**src/rtl/mem_stage_pkg.sv**
```systemverilog
// Shared types for the MEM pipeline stage: FSM states, access-size encodings
// and the store-lane helpers used when sub-word accesses are enabled.
package mem_stage_pkg;

  typedef enum logic [1:0] {
    ST_IDLE = 2'd0,
    ST_REQ  = 2'd1,
    ST_DONE = 2'd2
  } mem_state_e;

  localparam logic [1:0] SIZE_BYTE = 2'b00;
  localparam logic [1:0] SIZE_HALF = 2'b01;
  localparam logic [1:0] SIZE_WORD = 2'b10;

  // Byte enables for a store; size 2'b11 falls through to a full word.
  function automatic logic [3:0] lane_enable(input logic [1:0] size, input logic [1:0] offset);
    case (size)
      SIZE_BYTE: return 4'b0001 << offset;
      SIZE_HALF: return offset[1] ? 4'b1100 : 4'b0011;
      default:   return 4'b1111;
    endcase
  endfunction

  function automatic logic [31:0] lane_replicate(input logic [1:0] size, input logic [31:0] data);
    case (size)
      SIZE_BYTE: return {4{data[7:0]}};
      SIZE_HALF: return {2{data[15:0]}};
      default:   return data;
    endcase
  endfunction

endpackage

```
**src/rtl/mem_access_stage_if.sv**
```systemverilog
// Data-memory request/response bus between the MEM stage (master) and memory (slave).
interface mem_access_stage_if;
  logic        dmem_req;
  logic        dmem_we;
  logic [31:0] dmem_addr;
  logic [31:0] dmem_wdata;
  logic [3:0]  dmem_be;
  logic        dmem_ack;
  logic [31:0] dmem_rdata;

  modport master (
    output dmem_req, dmem_we, dmem_addr, dmem_wdata, dmem_be,
    input  dmem_ack, dmem_rdata
  );

  modport slave (
    input  dmem_req, dmem_we, dmem_addr, dmem_wdata, dmem_be,
    output dmem_ack, dmem_rdata
  );
endinterface

```
**src/rtl/mem_access_stage_load_align.sv**
```systemverilog
// Combinational lane extraction and sign/zero extension of a loaded word.
module load_align
  import mem_stage_pkg::*;
(
  input  logic [31:0] rdata,
  input  logic [1:0]  offset,
  input  logic [1:0]  size,
  input  logic        is_unsigned,
  output logic [31:0] data
);

  logic [7:0]  lane_byte;
  logic [15:0] lane_half;

  always_comb begin
    lane_byte = rdata[{offset, 3'b000} +: 8];
    lane_half = offset[1] ? rdata[31:16] : rdata[15:0];
    case (size)
      SIZE_BYTE: data = {{24{~is_unsigned & lane_byte[7]}}, lane_byte};
      SIZE_HALF: data = {{16{~is_unsigned & lane_half[15]}}, lane_half};
      default:   data = rdata;
    endcase
  end

endmodule

```
**src/rtl/mem_access_stage.sv**
```systemverilog
// MEM pipeline stage: turns EX_MEM load/store controls into a stalling dmem handshake.
// Define MEM_SUBWORD_EN to support byte/half accesses; otherwise all accesses are words.
module mem_access_stage
  import mem_stage_pkg::*;
(
  input  logic        clk,
  input  logic        rst,
  input  logic        regWrite_MEM,
  input  logic        memToReg_MEM,
  input  logic        memRead_MEM,
  input  logic        memWrite_MEM,
  input  logic [31:0] ALUresult_MEM,
  input  logic [31:0] writeData_MEM,
  input  logic [4:0]  writeReg_MEM,
  input  logic [1:0]  memSize_MEM,
  input  logic        memUnsigned_MEM,
  output logic        regWrite_out,
  output logic [31:0] readData_MEM,
  output logic        stall_MEM,
  mem_access_stage_if.master dmem
);

  mem_state_e  state_reg, state_next;
  logic        transfer;
  logic [31:0] addr_reg, wdata_reg, rdata_reg;
  logic        we_reg;
  logic [3:0]  be_reg;
  logic [31:0] wdata_fmt, load_data;
  logic [3:0]  be_fmt;

  assign transfer = memRead_MEM | memWrite_MEM;

`ifdef MEM_SUBWORD_EN
  logic [1:0] size_reg;
  logic       unsigned_reg;
  // memToReg/writeReg travel to MEM_WB alongside this stage, not through it.
  logic       unused_inputs;

  assign unused_inputs = &{1'b0, memToReg_MEM, writeReg_MEM};
  assign be_fmt        = lane_enable(memSize_MEM, ALUresult_MEM[1:0]);
  assign wdata_fmt     = lane_replicate(memSize_MEM, writeData_MEM);

  always_ff @(posedge clk or posedge rst) begin
    if (rst) begin
      size_reg     <= 2'b00;
      unsigned_reg <= 1'b0;
    end else if (state_reg == ST_IDLE && transfer) begin
      size_reg     <= memSize_MEM;
      unsigned_reg <= memUnsigned_MEM;
    end
  end

  load_align u_load_align (
    .rdata       (dmem.dmem_rdata),
    .offset      (addr_reg[1:0]),
    .size        (size_reg),
    .is_unsigned (unsigned_reg),
    .data        (load_data)
  );
`else
  logic unused_inputs;

  assign unused_inputs = &{1'b0, memToReg_MEM, writeReg_MEM, memSize_MEM,
                           memUnsigned_MEM, addr_reg[1:0]};
  assign be_fmt        = 4'b1111;
  assign wdata_fmt     = writeData_MEM;
  assign load_data     = dmem.dmem_rdata;
`endif

  always_ff @(posedge clk or posedge rst) begin
    if (rst) begin
      state_reg <= ST_IDLE;
      addr_reg  <= 32'd0;
      wdata_reg <= 32'd0;
      we_reg    <= 1'b0;
      be_reg    <= 4'b0000;
      rdata_reg <= 32'd0;
    end else begin
      state_reg <= state_next;
      if (state_reg == ST_IDLE && transfer) begin
        addr_reg  <= ALUresult_MEM;
        wdata_reg <= wdata_fmt;
        we_reg    <= memWrite_MEM;
        be_reg    <= be_fmt;
      end
      // A simultaneous read+write is a store, so the load buffer is left alone.
      if (state_reg == ST_REQ && dmem.dmem_ack && !we_reg)
        rdata_reg <= load_data;
    end
  end

  always_comb begin
    state_next    = state_reg;
    stall_MEM     = 1'b0;
    dmem.dmem_req = 1'b0;
    case (state_reg)
      ST_IDLE: begin
        if (transfer) begin
          state_next = ST_REQ;
          stall_MEM  = 1'b1;
        end
      end
      ST_REQ: begin
        stall_MEM     = 1'b1;
        dmem.dmem_req = 1'b1;
        if (dmem.dmem_ack)
          state_next = ST_DONE;
      end
      ST_DONE:  state_next = ST_IDLE;
      default:  state_next = ST_IDLE;
    endcase
  end

  assign dmem.dmem_we    = we_reg & (state_reg == ST_REQ);
  assign dmem.dmem_addr  = {addr_reg[31:2], 2'b00};
  assign dmem.dmem_wdata = wdata_reg;
  assign dmem.dmem_be    = be_reg;
  assign readData_MEM    = rdata_reg;
  assign regWrite_out    = regWrite_MEM & ~stall_MEM;

endmodule

```
**src/flat_wrapper.sv**
```systemverilog
// flat-port wrapper written by rule: the top's interface ports become plain ports
module mem_access_stage_flat import mem_stage_pkg::*;
  (clk, rst, regWrite_MEM, memToReg_MEM, memRead_MEM, memWrite_MEM, ALUresult_MEM, writeData_MEM, writeReg_MEM, memSize_MEM, memUnsigned_MEM, regWrite_out, readData_MEM, stall_MEM, dmem_dmem_req, dmem_dmem_we, dmem_dmem_addr, dmem_dmem_wdata, dmem_dmem_be, dmem_dmem_ack, dmem_dmem_rdata);
  mem_access_stage_if dmem_i ();
  input  logic clk;
  input  logic rst;
  input  logic regWrite_MEM;
  input  logic memToReg_MEM;
  input  logic memRead_MEM;
  input  logic memWrite_MEM;
  input  logic [31:0] ALUresult_MEM;
  input  logic [31:0] writeData_MEM;
  input  logic [4:0] writeReg_MEM;
  input  logic [1:0] memSize_MEM;
  input  logic memUnsigned_MEM;
  output logic regWrite_out;
  output logic [31:0] readData_MEM;
  output logic stall_MEM;
  output wire logic [$bits(dmem_i.dmem_req)-1:0] dmem_dmem_req;
  output wire logic [$bits(dmem_i.dmem_we)-1:0] dmem_dmem_we;
  output wire logic [$bits(dmem_i.dmem_addr)-1:0] dmem_dmem_addr;
  output wire logic [$bits(dmem_i.dmem_wdata)-1:0] dmem_dmem_wdata;
  output wire logic [$bits(dmem_i.dmem_be)-1:0] dmem_dmem_be;
  input wire logic [$bits(dmem_i.dmem_ack)-1:0] dmem_dmem_ack;
  input wire logic [$bits(dmem_i.dmem_rdata)-1:0] dmem_dmem_rdata;
  assign dmem_dmem_req = dmem_i.dmem_req;
  assign dmem_dmem_we = dmem_i.dmem_we;
  assign dmem_dmem_addr = dmem_i.dmem_addr;
  assign dmem_dmem_wdata = dmem_i.dmem_wdata;
  assign dmem_dmem_be = dmem_i.dmem_be;
  assign dmem_i.dmem_ack = dmem_dmem_ack;
  assign dmem_i.dmem_rdata = dmem_dmem_rdata;
  mem_access_stage u_core (.clk(clk), .rst(rst), .regWrite_MEM(regWrite_MEM), .memToReg_MEM(memToReg_MEM), .memRead_MEM(memRead_MEM), .memWrite_MEM(memWrite_MEM), .ALUresult_MEM(ALUresult_MEM), .writeData_MEM(writeData_MEM), .writeReg_MEM(writeReg_MEM), .memSize_MEM(memSize_MEM), .memUnsigned_MEM(memUnsigned_MEM), .regWrite_out(regWrite_out), .readData_MEM(readData_MEM), .stall_MEM(stall_MEM), .dmem(dmem_i));
endmodule
```
**config.mk**
```make
export PLATFORM = sky130hd
export DESIGN_NAME = mem_access_stage_flat
export DESIGN_NICKNAME = d
export VERILOG_FILES = /design/src/rtl/mem_stage_pkg.sv /design/src/rtl/mem_access_stage_if.sv /design/src/rtl/mem_access_stage_load_align.sv /design/src/rtl/mem_access_stage.sv /design/src/flat_wrapper.sv
export SDC_FILE = /design/constraint.sdc
export NUM_CORES = 1
export LEC_CHECK = 0
export ABC_AREA = 1
export CAP_MARGIN = 20
export CORE_MARGIN = 2
export CORE_UTILIZATION = 41
export DETAILED_ROUTE_END_ITERATION = 10
export GPL_TIMING_DRIVEN = 0
export PLACE_DENSITY = 0.85
export RECOVER_POWER = 25
export SYNTH_ARGS = -nofsm -noshare
export SYNTH_HDL_FRONTEND = slang
export SYNTH_SLANG_ARGS = --single-unit
```
**constraint.sdc**
```tcl
create_clock -name clk -period 9.7 [get_ports clk]
set_input_delay 1.94 -clock clk [delete_from_list [all_inputs] [get_ports clk]]
set_output_delay 1.94 -clock clk [all_outputs]
set_load 0.02 [all_outputs]
```
==> run_results.csv <==
group,metric,value,unit
synthesis,ys_ff_latch,98,
worst_setup_path,critPathArrivalTime,3.62,ns
placement,dp_hpwl,8490,um
clock_network,clock-sinks,98,
outcome,status,"finished, violations left",
synthesis,synth_edf_count,0,
flow_run,maxCapViolCount,1,
detailed_routing,first_pass_iters,4,
worst_setup_path,reg2reg_setup_slack,8.20,ns
placement,place_area,0.00603,sq mm
detailed_routing,ant_nets,0,
synthesis,yosysSeqAreaShare,63.7,%
global_route,grt_max_degree,56,
worst_setup_path,end_kind,"primary output",
detailed_routing,wl,11300,um
detailed_routing,vias,3691,
clock_network,htree_levels,3,
die,die_h,101,um
worst_setup_path,r2r-start,"u_core.we_reg",
worst_setup_path,critical_path.startpoint,"memWrite_MEM",
power,power_density,330,mW/mm^2
worst_setup_path,crit_end,"regWrite_out",
power,peakVddDrop,0.000169,V
synthesis,synth.distinct_cells,15,
synthesis,async_reset_ff_share,100,%
synthesis,synth.area.top_cells,"dfrtp_1 (64%), nand2_1 (25%), nand4_1 (5.4%)",
sta,finalSetupTns,0,ns
clock_network,cts.clk_slew.worst_paths,0.08,ns
outcome,violations,"max-capacitance violations, max-slew violations",
clock_network,clock_latency,0.35,ns
detailed_routing,drc_errors,0,
synthesis,synth_top_cell_by_area,"dfrtp_1",
worst_setup_path,path_class,"primary input to primary output",
min_path,hold_depth,2,
synthesis,netlist_area,0.00385,sq mm
synthesis,yosysTopAreaCellShare,63.7,%
clock_network,hold_buffers,0,
finish,design_area,0.00620,sq mm
global_route,grt_usage,22.8,%
finish,syn2layout_area_growth,61.0,%
global_route,grt_pass1_wl,18300,um
worst_setup_path,worstPathRequired,7.76,ns
die,start_util,41.9,%
finish,final_nets,759,
detailed_routing,vias_per_cell,4.83,
worst_setup_path,r2r_end,"u_core.readData_MEM[11]",
placement,gp_congestion,0.825,
finish,antenna_cells,0,
clock_network,cts_tree,"done",
clock_network,cts_root_buf,"clkbuf_8",
placement,io_buffers,200,
global_route,grt_pass1_vias,3852,
die,coreArea,0.00920,sq mm
power,power.leakage,3.04,nW
clock_network,post-cts-setup-buffers,0,
synthesis,yosysMostFrequentCell,"nand2_1",
sta,fin_skew,0.0135,ns
die,dieArea,0.0102,sq mm
min_path,hold_class,"flip-flop to flip-flop",
sta,grt_setup_unrepaired,"no",
global_route,grt_antenna_before_repair,0,
synthesis,synthTopCellsByCount,"nand2_1 (254), dfrtp_1 (98), nand4_1 (33)",
sta,post-route-period-util,57.3,%
synthesis,yosysWarnings,0,
die,rows,35,
sta,max_slew_margin,-37.6,%
sta,tightest_slew,2.05,ns
clock_network,cts_resized,0,
sta,min_period,5.56,ns
die,ioPinCount,215,
detailed_routing,drtIter0Drc,114,
sta,max_freq,0.180,GHz
sta,slew_violations,44,
finish,stdcell_count,764,
worst_setup_path,reg2reg_depth,5,
clock_network,cts_buffer_depth,2,
detailed_routing,routedWlPerCell,14.8,um
die,die_width,101,um
synthesis,avgSynthCellArea,8.85,sq um
finish,drive_gt1_share,5.97,%
synthesis,ys.flop_type,"dfrtp_1",
sta,hold_violations,0,
placement,post-place-cells,748,
global_route,grt_overflow,0,
synthesis,syn_inst,435,
clock_network,numCtsBuffers,9,
power,power,0.00205,W
sta,hold_ws,0.480,ns
sta,setup_viol,0,
worst_setup_path,crit_fanout,10,
worst_setup_path,startpoint_type,"primary input",
==> metal layers <==
layer / wire length [um] / global-route usage (%) / share of wire (%)
met5: 0 / 0 / 0
met4: 296 / 8.63 / 2.6
met1: 4440 / 26.5 / 39
met2: 5540 / 39.0 / 49
met3: 1050 / 7.98 / 9.3
==> final cells by class <==
type / instances / area (sq um)
Fill cell: 747 / 3000
Tap cell: 111 / 139
Clock buffer: 11 / 141
Multi-Input combinational cell: 297 / 1200
Inverter: 10 / 38.8
Buffer: 31 / 155
Timing Repair Buffer: 201 / 2030
Clock inverter: 5 / 40.0
Sequential cell: 98 / 2450
==> cell usage in the layout, fill, tap and decap left out, drive strengths merged <==
cell / instances
nand2: 254
clkdlybuf4s50: 199
dfrtp: 98
nand4: 33
buf: 22
clkbuf: 21
inv: 8
nor2: 5
clkinvlp: 4
clkinv: 3
o21ai: 2
conb: 2
or2: 1
dlygate4sd3: 1
==> worst min-delay path by stage <==
stage,start,endpoint,slack [ns]
6_report,u_core.addr_reg[28],u_core.addr_reg[28],0.48
5_1_grt,u_core.readData_MEM[17],u_core.readData_MEM[17],0.50
4_1_cts,u_core.readData_MEM[16],u_core.readData_MEM[16],0.48
3_5_place_dp,u_core.readData_MEM[15],u_core.readData_MEM[15],0.46
3_3_place_gp,u_core.readData_MEM[4],u_core.readData_MEM[4],0.45
2_1_floorplan,u_core.we_reg,u_core.we_reg,0.46
==> logic make-up (layout without fill, tap and decap cells) <==
family	Yosys count	after routing	synth area share (%)
buffers and inverters	41	258	5.13
flip-flops	98	98	63.7
AO/OA/AOI/OAI	2	2	0.260
other	1	2	0.0974
AND/OR/NAND/NOR	293	293	30.8
==> where the power goes <==
part,leakage [nW],internal [W],total [W],switching (W)
combinational,1.75,0.000481,0.00110,0.000615
sequential,1.21,0.000602,0.000708,0.000106
clock,0.0818,0.000101,0.000244,0.000143
total,3.04,0.00118,0.00205,0.000864
==> metrics by stage <==
| stage | util [%] | setup WS, ns |
|---|---|---|
| after floorplan | - | 4.99 |
| after global placement | 65.2 | 3.83 |
| after detailed placement | 65.5 | 4.13 |
| after CTS | 67.5 | 4.12 |
| after global routing | 67.4 | 4.03 |
| final | 67.4 | 4.14 |
==> critical path: stages <==
cell and delay [ns]:
clkdlybuf4s50_1 0.40, inv_1 0.07, nand2_1 0.05, nand2_1 0.15, buf_4 0.21, nand2_1 0.11, nor2_1 0.10, clkdlybuf4s50_1 0.60
Power figures use the tool's default switching activity.
==> variant 1: new RTL, config.mk and constraints unchanged <==
Build with the macro `MEM_SUBWORD_EN` defined.
--- a/src/rtl/mem_access_stage.sv
+++ b/src/rtl/mem_access_stage.sv
@@ -1,5 +1,7 @@
 // MEM pipeline stage: turns EX_MEM load/store controls into a stalling dmem handshake.
 // Define MEM_SUBWORD_EN to support byte/half accesses; otherwise all accesses are words.
+`define MEM_SUBWORD_EN
+
 module mem_access_stage
   import mem_stage_pkg::*;
 (
Function: changed (a bounded check fails within 4 cycles, from zero or initial values and one cycle with rst high).
==> variant 1 against the unedited design <==
The flow still finishes with violations (capacitance limit, slew limit); die area up 35%; wire length up 42%; power up 32%; sequential cell count up 8; worst setup slack worse by 0.75 ns; design area up 26%; synthesized area up 36%; count of clock-buffer cells in the layout down 1.
==> variant 1: results (changes against the unedited design) <==
- Status: finished, violations left (unchanged)
- Violated checks: capacitance limit, slew limit (unchanged)
- Worst Path Max Fanout: 57 (was 10)
- Leak: 3.67 nW (was 3.04 nW)
- Via Count: 5,125 (was 3,691)
- Final WL: 16.0 mm (was 11.3 mm)
- Fin Hold WS: 0.482 ns (was 0.480 ns)
- Nets: 981 (was 759)
- Distinct cells, synth: 27 (was 15)
- Critical Path Start: rst (was memWrite_MEM)
- Gr usage total: 0.236 (was 0.228)
- WHS Endpoint: u_core.addr_reg[19]$_DFFE_PP0P_ (was u_core.addr_reg[28]$_DFFE_PP0P_)
- Maxcap violations: 2 (was 1)
- Post-synthesis sequential area ratio: 0.506 (was 0.637)
- Drt initial violations: 356 (was 114)
- Slew Viols, Final: 109 (was 44)
- TritonRoute pass-1 iters: 6 (was 4)
- Vias in the first global route: 4,801 (was 3,852)
- Share of post-route cells with drive strength above 1: 0.115 (was 0.0597)
- Worst hold start: u_core.addr_reg[19]$_DFFE_PP0P_ (was u_core.addr_reg[28]$_DFFE_PP0P_)
- Post-route clock skew: 0.00596 ns (was 0.0135 ns)
- Reg-to-Reg Start: u_core.state_reg[1]$_DFFE_PP0P_ (was u_core.we_reg$_DFFE_PP0P_)
- Worst EP arrival: 6.09 ns (was 3.62 ns)
- Top post-synthesis cells by area: dfrtp_1, nand2_1, nor2_1 (was dfrtp_1, nand2_1, nand4_1)
- Worst reg2reg setup slack: 8.12 ns (was 8.20 ns)
- PortBufs: 205 (was 200)
- Max-slew headroom: -1.06 (was -0.376)
- First-pass GRT wire length: 24.3 mm (was 18.3 mm)
variant 1: cell types whose count changed after synthesis, moves of 4 or more:
cell,before,now
nor2_1,4,69
a21oi_1,0,37
o21ai_0,2,34
buf_4,6,32
nand4_1,33,7
inv_1,8,27
nand3_1,0,11
a21oi_4,0,10
dfrtp_1,98,106
a31oi_1,0,6
a41oi_1,0,6
or2_2,1,7
clkbuf_1,6,11
inv_2,1,5
variant 1: per-stage QoR:
stage          setup WS (ns)  utilization  std cells  cell area (um2)
3_3_place_gp            3.24        0.598       1030             7510
5_1_grt                 2.37        0.622       1047             7820
6_report                3.39        0.622       1047             7820
3_5_place_dp            4.10        0.600       1031             7540
4_1_cts                 4.10        0.624       1047             7850
2_1_floorplan           4.97            -        653             5240
variant 1: cells by family after synthesis:
kind of cell | synth area share
simple gates | 0.274
compound gates | 0.117
flops | 0.506
buf+inv | 0.101
other cells | 0.000716
variant 1: worst max-delay path, stage by stage:
cell	delay, ns
dlygate4sd3_1	0.55
clkinvlp_2	1.28
clkbuf_1	2.26
variant 1: per-layer routing:
layer	vias up	share of wire	track usage
li1	2456	-	-
met4	0	0.027	0.0855
met5	-	0	0
met2	252	0.47	0.388
met1	2377	0.40	0.288
met3	40	0.10	0.0819
variant 1: final cells by class:
class	count	area, um2
fill	1085	4750
sequential	106	2650
multi-input combinational	451	2060
timing repair buffer	206	2060
buffer	63	403
clock buffer	10	239
tap	172	215
inverter	33	130
clock inverter	6	65.1
variant 1: how the worst max path moves through the flow:
stage                                                       end  slack [ns]  cells after the start
after floorplan                  u_core.addr_reg[0]$_DFFE_PP0P_        4.97                      1
after global placement    u_core.dmem.dmem_wdata[0]$_DFFE_PP0P_        3.24                      2
after detailed placement                           regWrite_out        4.10                      8
after CTS                                          regWrite_out        4.10                      8
after global routing             u_core.addr_reg[8]$_DFFE_PP0P_        2.37                      3
final                     u_core.dmem.dmem_wdata[3]$_DFFE_PP0P_        3.39                      3
variant 1: where the power goes:
group,internal (mW),total (mW),switching [mW]
logic,0.690,1.54,0.848
registers,0.660,0.789,0.129
clock network,0.208,0.374,0.166
total,1.56,2.70,1.14
==> variant 2: new RTL, same settings <==
Without the edit above. The 3 states of `mem_state_e` get a one-hot encoding in 3 bits.
--- a/src/rtl/mem_stage_pkg.sv
+++ b/src/rtl/mem_stage_pkg.sv
@@ -2,10 +2,10 @@
 // and the store-lane helpers used when sub-word accesses are enabled.
 package mem_stage_pkg;
 
-  typedef enum logic [1:0] {
-    ST_IDLE = 2'd0,
-    ST_REQ  = 2'd1,
-    ST_DONE = 2'd2
+  typedef enum logic [2:0] {
+    ST_IDLE = 3'b001,
+    ST_REQ  = 3'b010,
+    ST_DONE = 3'b100
   } mem_state_e;
 
   localparam logic [1:0] SIZE_BYTE = 2'b00;
Formal check against the unedited RTL: same outputs for any inputs over 10 cycles, from zero or initial values and one cycle with rst high; not proved beyond that.
==> variant 2 against the unedited design <==
The flow still finishes with violations (capacitance limit, slew limit); sequential cell count grew 1; wire length increased by 4.5%; design area rose by 3.9%; sequential share of layout area shrank 1.1 points; power is 8.2% higher; worst setup slack worse by 0.40 ns; combinational power grew 5%; synthesized area grew 3.8%; die area grew 3.7%; critical path type unchanged; largest cell class unchanged.
==> variant 2: results (changes against the unedited design) <==
- Buffering overhead: 0.340 (was 0.352)
- Gr usage total: 0.218 (was 0.228)
- Met1 GRT Util: 0.268 (was 0.265)
- Sinks on Clock Net: 99 (was 98)
- Nets: 769 (was 759)
- Mapped Cells: 445 (was 435)
- Clock Latency Late Sink: 0.35 ns (about the same)
- M1 WL: 4.79 mm (was 4.44 mm)
- Logic inverters: 9 (was 10)
- Inst Count DP: 780 (was 748)
- Max-slew headroom: -0.624 (was -0.376)
- Initial antenna violation count: 0 (unchanged)
- Drt initial violations: 150 (was 114)
- Fillers: 797 (was 747)
- Met2 wire len: 5.76 mm (was 5.54 mm)
- GR Util met3: 0.0563 (was 0.0798)
- Sw frac: 0.403 (was 0.422)
- H-tree levels: 3 (unchanged)
- Status: finished, violations left (unchanged)
- Via Count: 3,927 (was 3,691)
- Synth warnings: 0 (unchanged)
- Total combinational power: 1.15 mW (was 1.10 mW)
- Setup bufs post-CTS: 0 (unchanged)
- Distinct cells, synth: 16 (was 15)
- Worst EP arrival: 4.03 ns (was 3.62 ns)
- Largest net degree at the start of global routing: 58 (was 56)
- Power share of the clock group: 0.153 (was 0.119)
- Violated checks: capacitance limit, slew limit (unchanged)
- Metal3 WL: 1.03 mm (was 1.05 mm)
- Vias in the first global route: 3,720 (was 3,852)
- Top post-synthesis cells by area: dfrtp_1, nand2_1, nand3_1 (was dfrtp_1, nand2_1, nand4_1)
- Cell Area, Synth: 4000 um2 (was 3850 um2)
- CP delay by family, top: buffers and inverters (unchanged)
- Non-clk bufs: 239 (was 232)
- Final WL: 11.8 mm (was 11.3 mm)
- Share of post-route cells with drive strength above 1: 0.0528 (was 0.0597)
- Register area: 2480 um2 (was 2450 um2)
- GR Util met2: 0.366 (was 0.390)
- Placed cell area: 6190 um2 (was 6030 um2)
- Slew Viols, Final: 102 (was 44)
- Post-synthesis sequential area ratio: 0.620 (was 0.637)
- Cell Pwr Density: 344 nW/um2 (was 330 nW/um2)
- Sequential share of cell area: 0.385 (was 0.395)
- Leak: 3.10 nW (was 3.04 nW)
- Global placement routability congestion: 0.828 (was 0.825)
- Clock tree cell share of total cell area: 0.0414 (was 0.0293)
- Reg2reg path depth: 7 (was 5)
- DR WL/cell: 14.9 um (was 14.8 um)
- Synth top cells by count: nand2_1, dfrtp_1, nand3_1 (was nand2_1, dfrtp_1, nand4_1)
- VDD IR max: 0.170 mV (was 0.169 mV)
- HPWL after DPL: 9.02 mm (was 8.49 mm)
- Maxcap violations: 2 (was 1)
- Post-route clock skew: 0.00510 ns (was 0.0135 ns)
- Multi-input logic area: 1300 um2 (was 1200 um2)
- Multi-input gates: 300 (was 297)
==> variant 2: cell families after synthesis <==
family,share of synthesized area
simple gates,0.323
buf+inv,0.0554
compound gates,0.00125
flops,0.620
other cells,0.000938
==> variant 2: worst paths after layout <==
kind	startpoint	endpoint	slack [ns]
min in group asynchronous	rst	u_core.readData_MEM[22]$_DFFE_PP0P_	2.69
max in group asynchronous	rst	u_core.dmem.dmem_wdata[29]$_DFFE_PP0P_	4.17
min reg2reg	u_core.addr_reg[4]$_DFFE_PP0P_	u_core.addr_reg[4]$_DFFE_PP0P_	0.47
max reg2reg	u_core.state_reg[0]$_DFFE_PP1P_	u_core.addr_reg[27]$_DFFE_PP0P_	7.92
max	memWrite_MEM	regWrite_out	3.73
min	u_core.addr_reg[4]$_DFFE_PP0P_	u_core.addr_reg[4]$_DFFE_PP0P_	0.47
